$ cat config.mk
export PLATFORM = sky130hd
export DESIGN_NAME = alu_exec_unit_flat
export DESIGN_NICKNAME = d
export VERILOG_FILES = /design/src/rtl/alu_exec_unit_pkg.sv /design/src/rtl/alu_exec_unit_if.sv /design/src/rtl/alu_exec_unit_shift_iter.sv /design/src/rtl/alu_exec_unit.sv /design/src/flat_wrapper.sv
export SDC_FILE = /design/constraint.sdc
export NUM_CORES = 1
export LEC_CHECK = 0
export ABC_AREA = 1
export CORE_ASPECT_RATIO = 1.2
export CORE_MARGIN = 5
export CORE_UTILIZATION = 50
export CTS_BUF_LIST = sky130_fd_sc_hd__clkbuf_4
export DETAILED_ROUTE_END_ITERATION = 16
export PLACE_DENSITY = 0.73
export SYNTH_ARGS = -nofsm -noshare
export SYNTH_HDL_FRONTEND = slang
export SYNTH_SLANG_ARGS = --single-unit
$ cat constraint.sdc
create_clock -name i_clk -period 1.64 [get_ports i_clk]
set_input_delay 0.328 -clock i_clk [delete_from_list [all_inputs] [get_ports i_clk]]
set_output_delay 0.328 -clock i_clk [all_outputs]
set_load 0.005 [all_outputs]
$ cat src/rtl/alu_exec_unit_pkg.sv
// Shared ALU control codes, FSM state encodings and op-class helpers for alu_exec_unit.
// Optional build macro ALU_FAST_SHIFT_EN is consumed by the top, not here.
package alu_exec_unit_pkg;

    localparam logic [3:0] ALU_ADD  = 4'h0;
    localparam logic [3:0] ALU_SUB  = 4'h1;
    localparam logic [3:0] ALU_AND  = 4'h2;
    localparam logic [3:0] ALU_OR   = 4'h3;
    localparam logic [3:0] ALU_XOR  = 4'h4;
    localparam logic [3:0] ALU_SLT  = 4'h5;
    localparam logic [3:0] ALU_SLTU = 4'h6;
    localparam logic [3:0] ALU_SLL  = 4'h7;
    localparam logic [3:0] ALU_SRL  = 4'h8;
    localparam logic [3:0] ALU_SRA  = 4'h9;

    typedef enum logic [1:0] {
        ALU_ST_IDLE  = 2'd0,
        ALU_ST_SHIFT = 2'd1,
        ALU_ST_DONE  = 2'd2
    } alu_state_e;

    function automatic logic alu_is_shift(input logic [3:0] code);
        return (code == ALU_SLL) || (code == ALU_SRL) || (code == ALU_SRA);
    endfunction

    // Codes above ALU_SRA are unassigned and reported as illegal.
    function automatic logic alu_is_legal(input logic [3:0] code);
        return code <= ALU_SRA;
    endfunction

endpackage

$ cat src/rtl/alu_exec_unit_if.sv
// Operand/result bus of the execute-stage ALU, with upstream (master) and ALU (slave) views.
interface alu_exec_unit_if #(
    parameter int DATA_WIDTH = 32
);
    // Handshake: an op transfers on a rising edge where i_valid && o_ready; a result
    // transfers where o_valid && i_ready. A source holds its payload until it transfers.
    logic                  i_valid;
    logic                  o_ready;
    logic [3:0]            i_ALUControlLines;
    logic [DATA_WIDTH-1:0] i_OpA;
    logic [DATA_WIDTH-1:0] i_OpB;
    logic                  o_valid;
    logic                  i_ready;
    logic [DATA_WIDTH-1:0] o_Result;
    logic                  o_Zero;
    logic                  o_IllegalOp;

    modport master (
        output i_valid, i_ALUControlLines, i_OpA, i_OpB, i_ready,
        input  o_ready, o_valid, o_Result, o_Zero, o_IllegalOp
    );

    modport slave (
        input  i_valid, i_ALUControlLines, i_OpA, i_OpB, i_ready,
        output o_ready, o_valid, o_Result, o_Zero, o_IllegalOp
    );
endinterface

$ cat src/rtl/alu_exec_unit_shift_iter.sv
// Iterative one-bit-per-cycle shifter: loads A and shamt, then shifts until the counter empties.
module alu_shift_iter
    import alu_exec_unit_pkg::*;
#(
    parameter int DATA_WIDTH  = 32,
    parameter int SHAMT_WIDTH = 5
) (
    input  logic                   clk_i,
    input  logic                   rst_ni,
    input  logic                   load_i,
    input  logic [3:0]             op_i,
    input  logic [DATA_WIDTH-1:0]  a_i,
    input  logic [SHAMT_WIDTH-1:0] shamt_i,
    output logic                   busy_o,
    output logic                   done_o,
    output logic [DATA_WIDTH-1:0]  result_o
);
    logic [DATA_WIDTH-1:0]  sreg_q, sreg_d, shifted;
    logic [SHAMT_WIDTH-1:0] cnt_q, cnt_d;
    logic                   left_q, left_d;
    logic                   fill_q, fill_d;

    // Right shifts insert fill_q, which is the captured sign bit for SRA and 0 for SRL.
    assign shifted  = left_q ? {sreg_q[DATA_WIDTH-2:0], 1'b0} : {fill_q, sreg_q[DATA_WIDTH-1:1]};
    assign busy_o   = (cnt_q != '0);
    assign done_o   = (cnt_q == SHAMT_WIDTH'(1));
    assign result_o = shifted;

    always_comb begin
        sreg_d = sreg_q;
        cnt_d  = cnt_q;
        left_d = left_q;
        fill_d = fill_q;
        if (load_i) begin
            sreg_d = a_i;
            cnt_d  = shamt_i;
            left_d = (op_i == ALU_SLL);
            fill_d = (op_i == ALU_SRA) && a_i[DATA_WIDTH-1];
        end else if (busy_o) begin
            sreg_d = shifted;
            cnt_d  = cnt_q - SHAMT_WIDTH'(1);
        end
    end

    always_ff @(posedge clk_i or negedge rst_ni) begin
        if (!rst_ni) begin
            sreg_q <= '0;
            cnt_q  <= '0;
            left_q <= 1'b0;
            fill_q <= 1'b0;
        end else begin
            sreg_q <= sreg_d;
            cnt_q  <= cnt_d;
            left_q <= left_d;
            fill_q <= fill_d;
        end
    end
endmodule

$ cat src/rtl/alu_exec_unit.sv
// Execute-stage ALU with valid/ready on both sides and a registered result.
// Define ALU_FAST_SHIFT_EN for single-cycle barrel shifts instead of the iterative shifter.
module alu_exec_unit
    import alu_exec_unit_pkg::*;
#(
    parameter int DATA_WIDTH  = 32,
    parameter int SHAMT_WIDTH = 5
) (
    input  logic                 i_clk,
    input  logic                 i_rst_n,
    alu_exec_unit_if.slave       bus,
    output alu_state_e           o_dbg_state
);
    alu_state_e             state_q, state_d;
    logic [DATA_WIDTH-1:0]  result_q, result_d, alu_res, a, b;
    logic                   illegal_q, illegal_d;
    logic [SHAMT_WIDTH-1:0] shamt;
    logic                   ready, accept, iter_start, shift_done;
    logic [DATA_WIDTH-1:0]  shift_res;

    assign a      = bus.i_OpA;
    assign b      = bus.i_OpB;
    assign shamt  = b[SHAMT_WIDTH-1:0];
    assign ready  = (state_q == ALU_ST_IDLE) || ((state_q == ALU_ST_DONE) && bus.i_ready);
    assign accept = bus.i_valid && ready;

    always_comb begin
        alu_res = '0;
        case (bus.i_ALUControlLines)
            ALU_ADD:  alu_res = a + b;
            ALU_SUB:  alu_res = a - b;
            ALU_AND:  alu_res = a & b;
            ALU_OR:   alu_res = a | b;
            ALU_XOR:  alu_res = a ^ b;
            ALU_SLT:  alu_res = {{(DATA_WIDTH-1){1'b0}}, ($signed(a) < $signed(b))};
            ALU_SLTU: alu_res = {{(DATA_WIDTH-1){1'b0}}, (a < b)};
`ifdef ALU_FAST_SHIFT_EN
            ALU_SLL:  alu_res = a << shamt;
            ALU_SRL:  alu_res = a >> shamt;
            ALU_SRA:  alu_res = $unsigned($signed(a) >>> shamt);
`else
            // Only reached with shamt == 0; non-zero shifts go through the iterative shifter.
            ALU_SLL, ALU_SRL, ALU_SRA: alu_res = a;
`endif
            default:  alu_res = '0;
        endcase
    end

`ifdef ALU_FAST_SHIFT_EN
    assign iter_start = 1'b0;
    assign shift_done = 1'b0;
    assign shift_res  = '0;
`else
    assign iter_start = accept && alu_is_shift(bus.i_ALUControlLines) && (shamt != '0);

    alu_shift_iter #(
        .DATA_WIDTH  (DATA_WIDTH),
        .SHAMT_WIDTH (SHAMT_WIDTH)
    ) u_shift_iter (
        .clk_i    (i_clk),
        .rst_ni   (i_rst_n),
        .load_i   (iter_start),
        .op_i     (bus.i_ALUControlLines),
        .a_i      (a),
        .shamt_i  (shamt),
        .busy_o   (),
        .done_o   (shift_done),
        .result_o (shift_res)
    );
`endif

    always_comb begin
        state_d   = state_q;
        result_d  = result_q;
        illegal_d = illegal_q;
        case (state_q)
            ALU_ST_IDLE, ALU_ST_DONE: begin
                if (accept) begin
                    if (iter_start) begin
                        state_d   = ALU_ST_SHIFT;
                        illegal_d = 1'b0;
                    end else begin
                        state_d   = ALU_ST_DONE;
                        result_d  = alu_res;
                        illegal_d = !alu_is_legal(bus.i_ALUControlLines);
                    end
                end else if ((state_q == ALU_ST_DONE) && bus.i_ready) begin
                    state_d = ALU_ST_IDLE;
                end
            end
            ALU_ST_SHIFT: begin
                if (shift_done) begin
                    state_d  = ALU_ST_DONE;
                    result_d = shift_res;
                end
            end
            default: state_d = ALU_ST_IDLE;
        endcase
    end

    always_ff @(posedge i_clk or negedge i_rst_n) begin
        if (!i_rst_n) begin
            state_q   <= ALU_ST_IDLE;
            result_q  <= '0;
            illegal_q <= 1'b0;
        end else begin
            state_q   <= state_d;
            result_q  <= result_d;
            illegal_q <= illegal_d;
        end
    end

    assign bus.o_ready     = ready;
    assign bus.o_valid     = (state_q == ALU_ST_DONE);
    assign bus.o_Result    = result_q;
    assign bus.o_Zero      = (result_q == '0);
    assign bus.o_IllegalOp = illegal_q;
    assign o_dbg_state     = state_q;
endmodule

$ cat src/flat_wrapper.sv
// flat-port wrapper written by rule: the top's interface ports become plain ports
module alu_exec_unit_flat import alu_exec_unit_pkg::*;
#(
    parameter int DATA_WIDTH  = 32,
    parameter int SHAMT_WIDTH = 5
)
  (i_clk, i_rst_n, o_dbg_state, bus_i_valid, bus_i_ALUControlLines, bus_i_OpA, bus_i_OpB, bus_i_ready, bus_o_ready, bus_o_valid, bus_o_Result, bus_o_Zero, bus_o_IllegalOp);
  alu_exec_unit_if #(.DATA_WIDTH(DATA_WIDTH)) bus_i ();
  input  logic i_clk;
  input  logic i_rst_n;
  output alu_state_e o_dbg_state;
  input wire logic [$bits(bus_i.i_valid)-1:0] bus_i_valid;
  input wire logic [$bits(bus_i.i_ALUControlLines)-1:0] bus_i_ALUControlLines;
  input wire logic [$bits(bus_i.i_OpA)-1:0] bus_i_OpA;
  input wire logic [$bits(bus_i.i_OpB)-1:0] bus_i_OpB;
  input wire logic [$bits(bus_i.i_ready)-1:0] bus_i_ready;
  output wire logic [$bits(bus_i.o_ready)-1:0] bus_o_ready;
  output wire logic [$bits(bus_i.o_valid)-1:0] bus_o_valid;
  output wire logic [$bits(bus_i.o_Result)-1:0] bus_o_Result;
  output wire logic [$bits(bus_i.o_Zero)-1:0] bus_o_Zero;
  output wire logic [$bits(bus_i.o_IllegalOp)-1:0] bus_o_IllegalOp;
  assign bus_i.i_valid = bus_i_valid;
  assign bus_i.i_ALUControlLines = bus_i_ALUControlLines;
  assign bus_i.i_OpA = bus_i_OpA;
  assign bus_i.i_OpB = bus_i_OpB;
  assign bus_i.i_ready = bus_i_ready;
  assign bus_o_ready = bus_i.o_ready;
  assign bus_o_valid = bus_i.o_valid;
  assign bus_o_Result = bus_i.o_Result;
  assign bus_o_Zero = bus_i.o_Zero;
  assign bus_o_IllegalOp = bus_i.o_IllegalOp;
  alu_exec_unit #(.DATA_WIDTH(DATA_WIDTH), .SHAMT_WIDTH(SHAMT_WIDTH)) u_core (.i_clk(i_clk), .i_rst_n(i_rst_n), .bus(bus_i), .o_dbg_state(o_dbg_state));
endmodule
==> impl_metrics.ini, run 1 <==
[status]
outcome = aborted with a tool error
stop_stage = global routing (5_1_grt)
firstError = [ERROR GRT-0116] Global routing finished with congestion. Check the congestion regions in the DRC Viewer.

[global_route]
grt_pass1_wl_microns = 123900
grt_max_degree = 59
first_global_vias = 19950
grt_util_all_layers_pct = 67.84
grt_overflow = 77

[placed_design]
dp_slack_ps = -1207
portBuffers = 109
globalplace.congestion = 1.078
hpwlAfterDp_microns = 38940

[synthesis]
ys_seq_area_share_pct = 17.77
synth_nets = 1966
synth_top_flop_cell = dfrtp_1
synth_area_sq_mm = 0.01042
synthCells = 1776
yosys_register_bits = 74
async_flop_share_pct = 100.0
synth_cell_types = 42
yosys_warnings = 0
synth_edf_count = 0
syn_area_per_cell_sq_um = 5.869

[floorplanning]
io_pins = 110
chipWidth_microns = 141.8
die_y_microns = 168.2
start_util_pct = 51.10
rows = 57

[clock_network]
root_buffer = clkbuf_4
cts-buffers-inserted = 9
clock_path_buffers = 2
htree_num_levels = 3
clkSinkCount = 74
[stage by stage]
step / setup TNS [ps] / utilization [%] / instances / hold slack, ps / instance area (sq um)
CTS: -11870 / 90.93 / 2604 / 246.2 / 18550
detailed placement: -67100 / 76.01 / 2477 / 281.2 / 15500
global placement: -62770 / 76.01 / 2477 / 283.7 / 15500
floorplan: -2678 / - / 1776 / 32.41 / 11350
[metal layers]
metal | GRT overflow | GRT usage [%]
met5 | 0 | 25.47
met2 | 42 | 86.90
met3 | 0 | 48.94
met1 | 1 | 66.57
met4 | 34 | 68.53
[repair_timing]
item,4_1_cts
endpoints found under the hold margin,28
setup buffers,115
cloned,8
pin swaps,235
endpoints found under the setup margin,110
gates resized for setup,947
hold buffers,1
[cell usage after synthesis (9+ instances only)]
cell / n / share of area (%)
nor4_1: 9 / 0.54
inv_2: 9 / 0.32
nor3_1: 16 / 0.77
dfrtp_1: 74 / 18
buf_2: 27 / 1.3
nand2_1: 520 / 19
a21oi_1: 89 / 4.3
a211oi_1: 17 / 1.2
o22ai_1: 40 / 2.4
inv_1: 313 / 11
nand3_1: 126 / 6.1
ha_1: 116 / 14
nand4_1: 13 / 0.78
nor2_1: 204 / 7.3
clkbuf_1: 22 / 0.79
o221ai_1: 33 / 2.8
o21ai_0: 62 / 3.0
mux2i_1: 11 / 1.1
[logic make-up after synthesis]
family	after synthesis	share of synthesized area, %
and+or+nand+nor	912	35.93
adders and majority gates	118	14.31
muxes	11	1.056
buffers and inverters	384	14.68
xor gates and xnor gates	7	0.5882
AOI/OAI and AO/OA	270	15.67
DFF	74	17.77
==> run 2: changes to the inputs <==
--- a/config.mk
+++ b/config.mk
@@ -6,12 +6,10 @@
 export NUM_CORES = 1
 export LEC_CHECK = 0
 export ABC_AREA = 1
-export CORE_ASPECT_RATIO = 1.2
 export CORE_MARGIN = 5
-export CORE_UTILIZATION = 50
-export CTS_BUF_LIST = sky130_fd_sc_hd__clkbuf_4
+export CORE_UTILIZATION = 35
 export DETAILED_ROUTE_END_ITERATION = 16
-export PLACE_DENSITY = 0.73
+export PLACE_DENSITY_LB_ADDON = 0.15
 export SYNTH_ARGS = -nofsm -noshare
 export SYNTH_HDL_FRONTEND = slang
 export SYNTH_SLANG_ARGS = --single-unit
==> constraint.sdc (replaced) <==
create_clock -name i_clk -period 2.1 [get_ports i_clk]
set_input_delay 0.42 -clock i_clk [delete_from_list [all_inputs] [get_ports i_clk]]
set_output_delay 0.42 -clock i_clk [all_outputs]
set_load 0.005 [all_outputs]
==> impl_metrics.ini, run 2 <==
[status]
outcome = finished, violations left
failed_checks = negative setup slack

[worst_setup_path]
slowest_delay_ps = 390
crit_family = simple AND/OR/NAND/NOR gates
cpMaxStageDelayCell = dfrtp_1
cp-end-kind = output port
cp-start-kind = register
required_ps = 1680
cp_common_cell = nor4_2
cp.buffers_inverters = 2
cp.arrival_ps = 1690
cp_max_fo = 2
path_cells = nor4_2 -> buf_4 -> nand4_1 -> nor4_2 -> buf_2
crit_type = register to output port

[timing]
setup_viol = 1
finalWorstSetupSlack_ps = -11.96
fmax_ghz = 0.4735
max-slew-margin-rel_pct = 61.88
worstMarginPinSlew_ps = 571.7
holdWs_ps = 59.23
fin_skew_ps = 5.870
min_period_over_period_pct = 100.6
slew_viol_final = 0
fin_crit_ps = 2112
rsz0062_at_grt = yes
tns_ps = -11.96
hold_viol_final = 0

[routing]
viasPerCell = 5.034
wl_microns = 48470
vias = 13450
firstDrtPassIters = 5
ant_nets = 0
drtIter0Drc = 713
wl_per_cell_microns = 18.15
route.detailed.drc = 0

[final_layout]
drive_gt1_share_pct = 42.26
syn_to_final_growth_pct = 67.24
multi_input_area_sq_mm = 0.009099
layout_commonest_cell = buf_4
seq_area_sq_mm = 0.001852
nFillCells = 2951
final_cell_mix = buf_4, nand2_1, inv_1, nor2_1, nand2_2
diodes = 0
nets = 2467

[global_route]
first_global_vias = 13490
grt_util_all_layers_pct = 28.16
grt_pass1_wl_microns = 73550
grt_max_degree = 59
antenna_found_initial = 0
grt_overflow = 0

[synthesis]
ys_seq_area_share_pct = 17.77
synth_top_flop_cell = dfrtp_1
synth_nets = 1966
yosysMostFrequentCell = nand2_1
post-synth-top-area-cell = nand2_1
synth.area.top_cells = nand2_1, dfrtp_1, ha_1
synth_area_sq_mm = 0.01042
synth_top_area_share_pct = 18.73
synthCells = 1776
async_flop_share_pct = 100.0
yosys_register_bits = 74
syn_area_per_cell_sq_um = 5.869
yosys_warnings = 0
synth_cell_types = 42
synth_edf_count = 0
yosys-top-cells-count = nand2_1, inv_1, nor2_1

[clock_network]
clkSinkCount = 74
root_buffer = clkbuf_16
htree_num_levels = 3
clk_latency_ps = 340
clock_path_buffers = 2
cts-buffers-inserted = 9
clkTransAtPathRegs_ps = 60
cts_tree = built

[placed_design]
globalplace.congestion = 0.9943
hpwlAfterDp_microns = 39490
dp_slack_ps = -967.5
portBuffers = 109

[floorplanning]
start_util_pct = 35.26
design.die.area_sq_mm = 0.03333
chipWidth_microns = 182.6
die_y_microns = 182.6
rows = 63
io_pins = 110
coreArea_sq_mm = 0.02956

[job]
maxCapViolCount = 0

[power]
p_leak_nw = 9.117
p_per_area_mw_per_mm2 = 646.9
ir_drop_uv = 604.1

[hold_path]
min_path_type = input pin to asynchronous set/reset pin
run 2: cell counts after synthesis:
Identical to the previous run, type by type.
run 2: cell type report:
cell class / instances / area share (%)
clock inverter: 3 / 0.2297
timing repair buffer: 552 / 25.74
sequential: 74 / 10.62
multi-input combinational: 1318 / 52.20
inverter: 322 / 6.992
tap: 390 / 2.800
clock buffer: 12 / 1.414
run 2: worst reg2reg max path, delay by kind of cell, from the launching register on:
family	cells	cell delay, ps
AND/OR/NAND/NOR	4	490
flip-flops	1	400
buffers and inverters	3	490
AO/OA/AOI/OAI	3	410
run 2: final timing paths:
path	cells after the start	startpoint	slack, ps	end
worst max register to register	10	u_core.o_dbg_state[1]$_DFFE_PN0P_	200	u_core.bus.o_Result[27]$_DFFE_PN0P_
worst min register to register	2	u_core.u_shift_iter.sreg_q[20]$_DFFE_PN0P_	500	u_core.u_shift_iter.sreg_q[20]$_DFFE_PN0P_
max in group asynchronous	2	i_rst_n	1340	u_core.u_shift_iter.sreg_q[24]$_DFFE_PN0P_
min in group i_clk	4	bus_i_OpB[3]	460	u_core.u_shift_iter.cnt_q[3]$_DFFE_PN0P_
worst max-delay path	5	u_core.bus.o_Result[22]$_DFFE_PN0P_	-10	bus_o_Zero
worst min-delay path	1	i_rst_n	60	u_core.bus.o_Result[23]$_DFFE_PN0P_
run 2: kinds of logic (layout without fill, tap and decap cells):
group	after synthesis	after routing	share of synthesized area, %
flops	74	74	17.77
compound gates	270	270	15.67
mux	11	11	1.056
buf+inv	384	889	14.68
fa+ha+maj	118	118	14.31
xor+xnor	7	7	0.5882
simple gates	912	912	35.93
run 2: repair_timing:
item	in CTS	in global routing
endpoints found under the setup margin	63	36
pin swaps	115	115
setup buffers	13	15
gates cloned	0	0
hold buffers	0	0
resized for setup	482	266
run 2: per-layer routing:
layer  track usage [%]  wire length (microns)
met1             34.72                  20360
met2             49.50                  23770
met3             2.412                   1699
met4             13.27                   2645
met5                 0                      0
run 2: power by group:
| group | switching (mW) | leakage (nW) | internal, mW |
|---|---|---|---|
| Clock | 0.588 | 0.142 | 0.942 |
| Combinational | 3.69 | 8.09 | 3.38 |
| Sequential | 0.531 | 0.880 | 2.14 |
| Total | 4.81 | 9.12 | 6.47 |
run 2: stage by stage:
step	instances	power, mW	utilization (%)	instance area, sq um
final	2671	11.28	58.97	17430
after CTS	2656	10.94	56.25	16630
after detailed placement	2630	8.873	50.60	14960
after floorplan	1776	5.517	-	10420
after global placement	2630	8.808	50.60	14960
after global routing	2671	12.06	58.97	17430
Note: power is estimated with default switching activity, not from simulation.
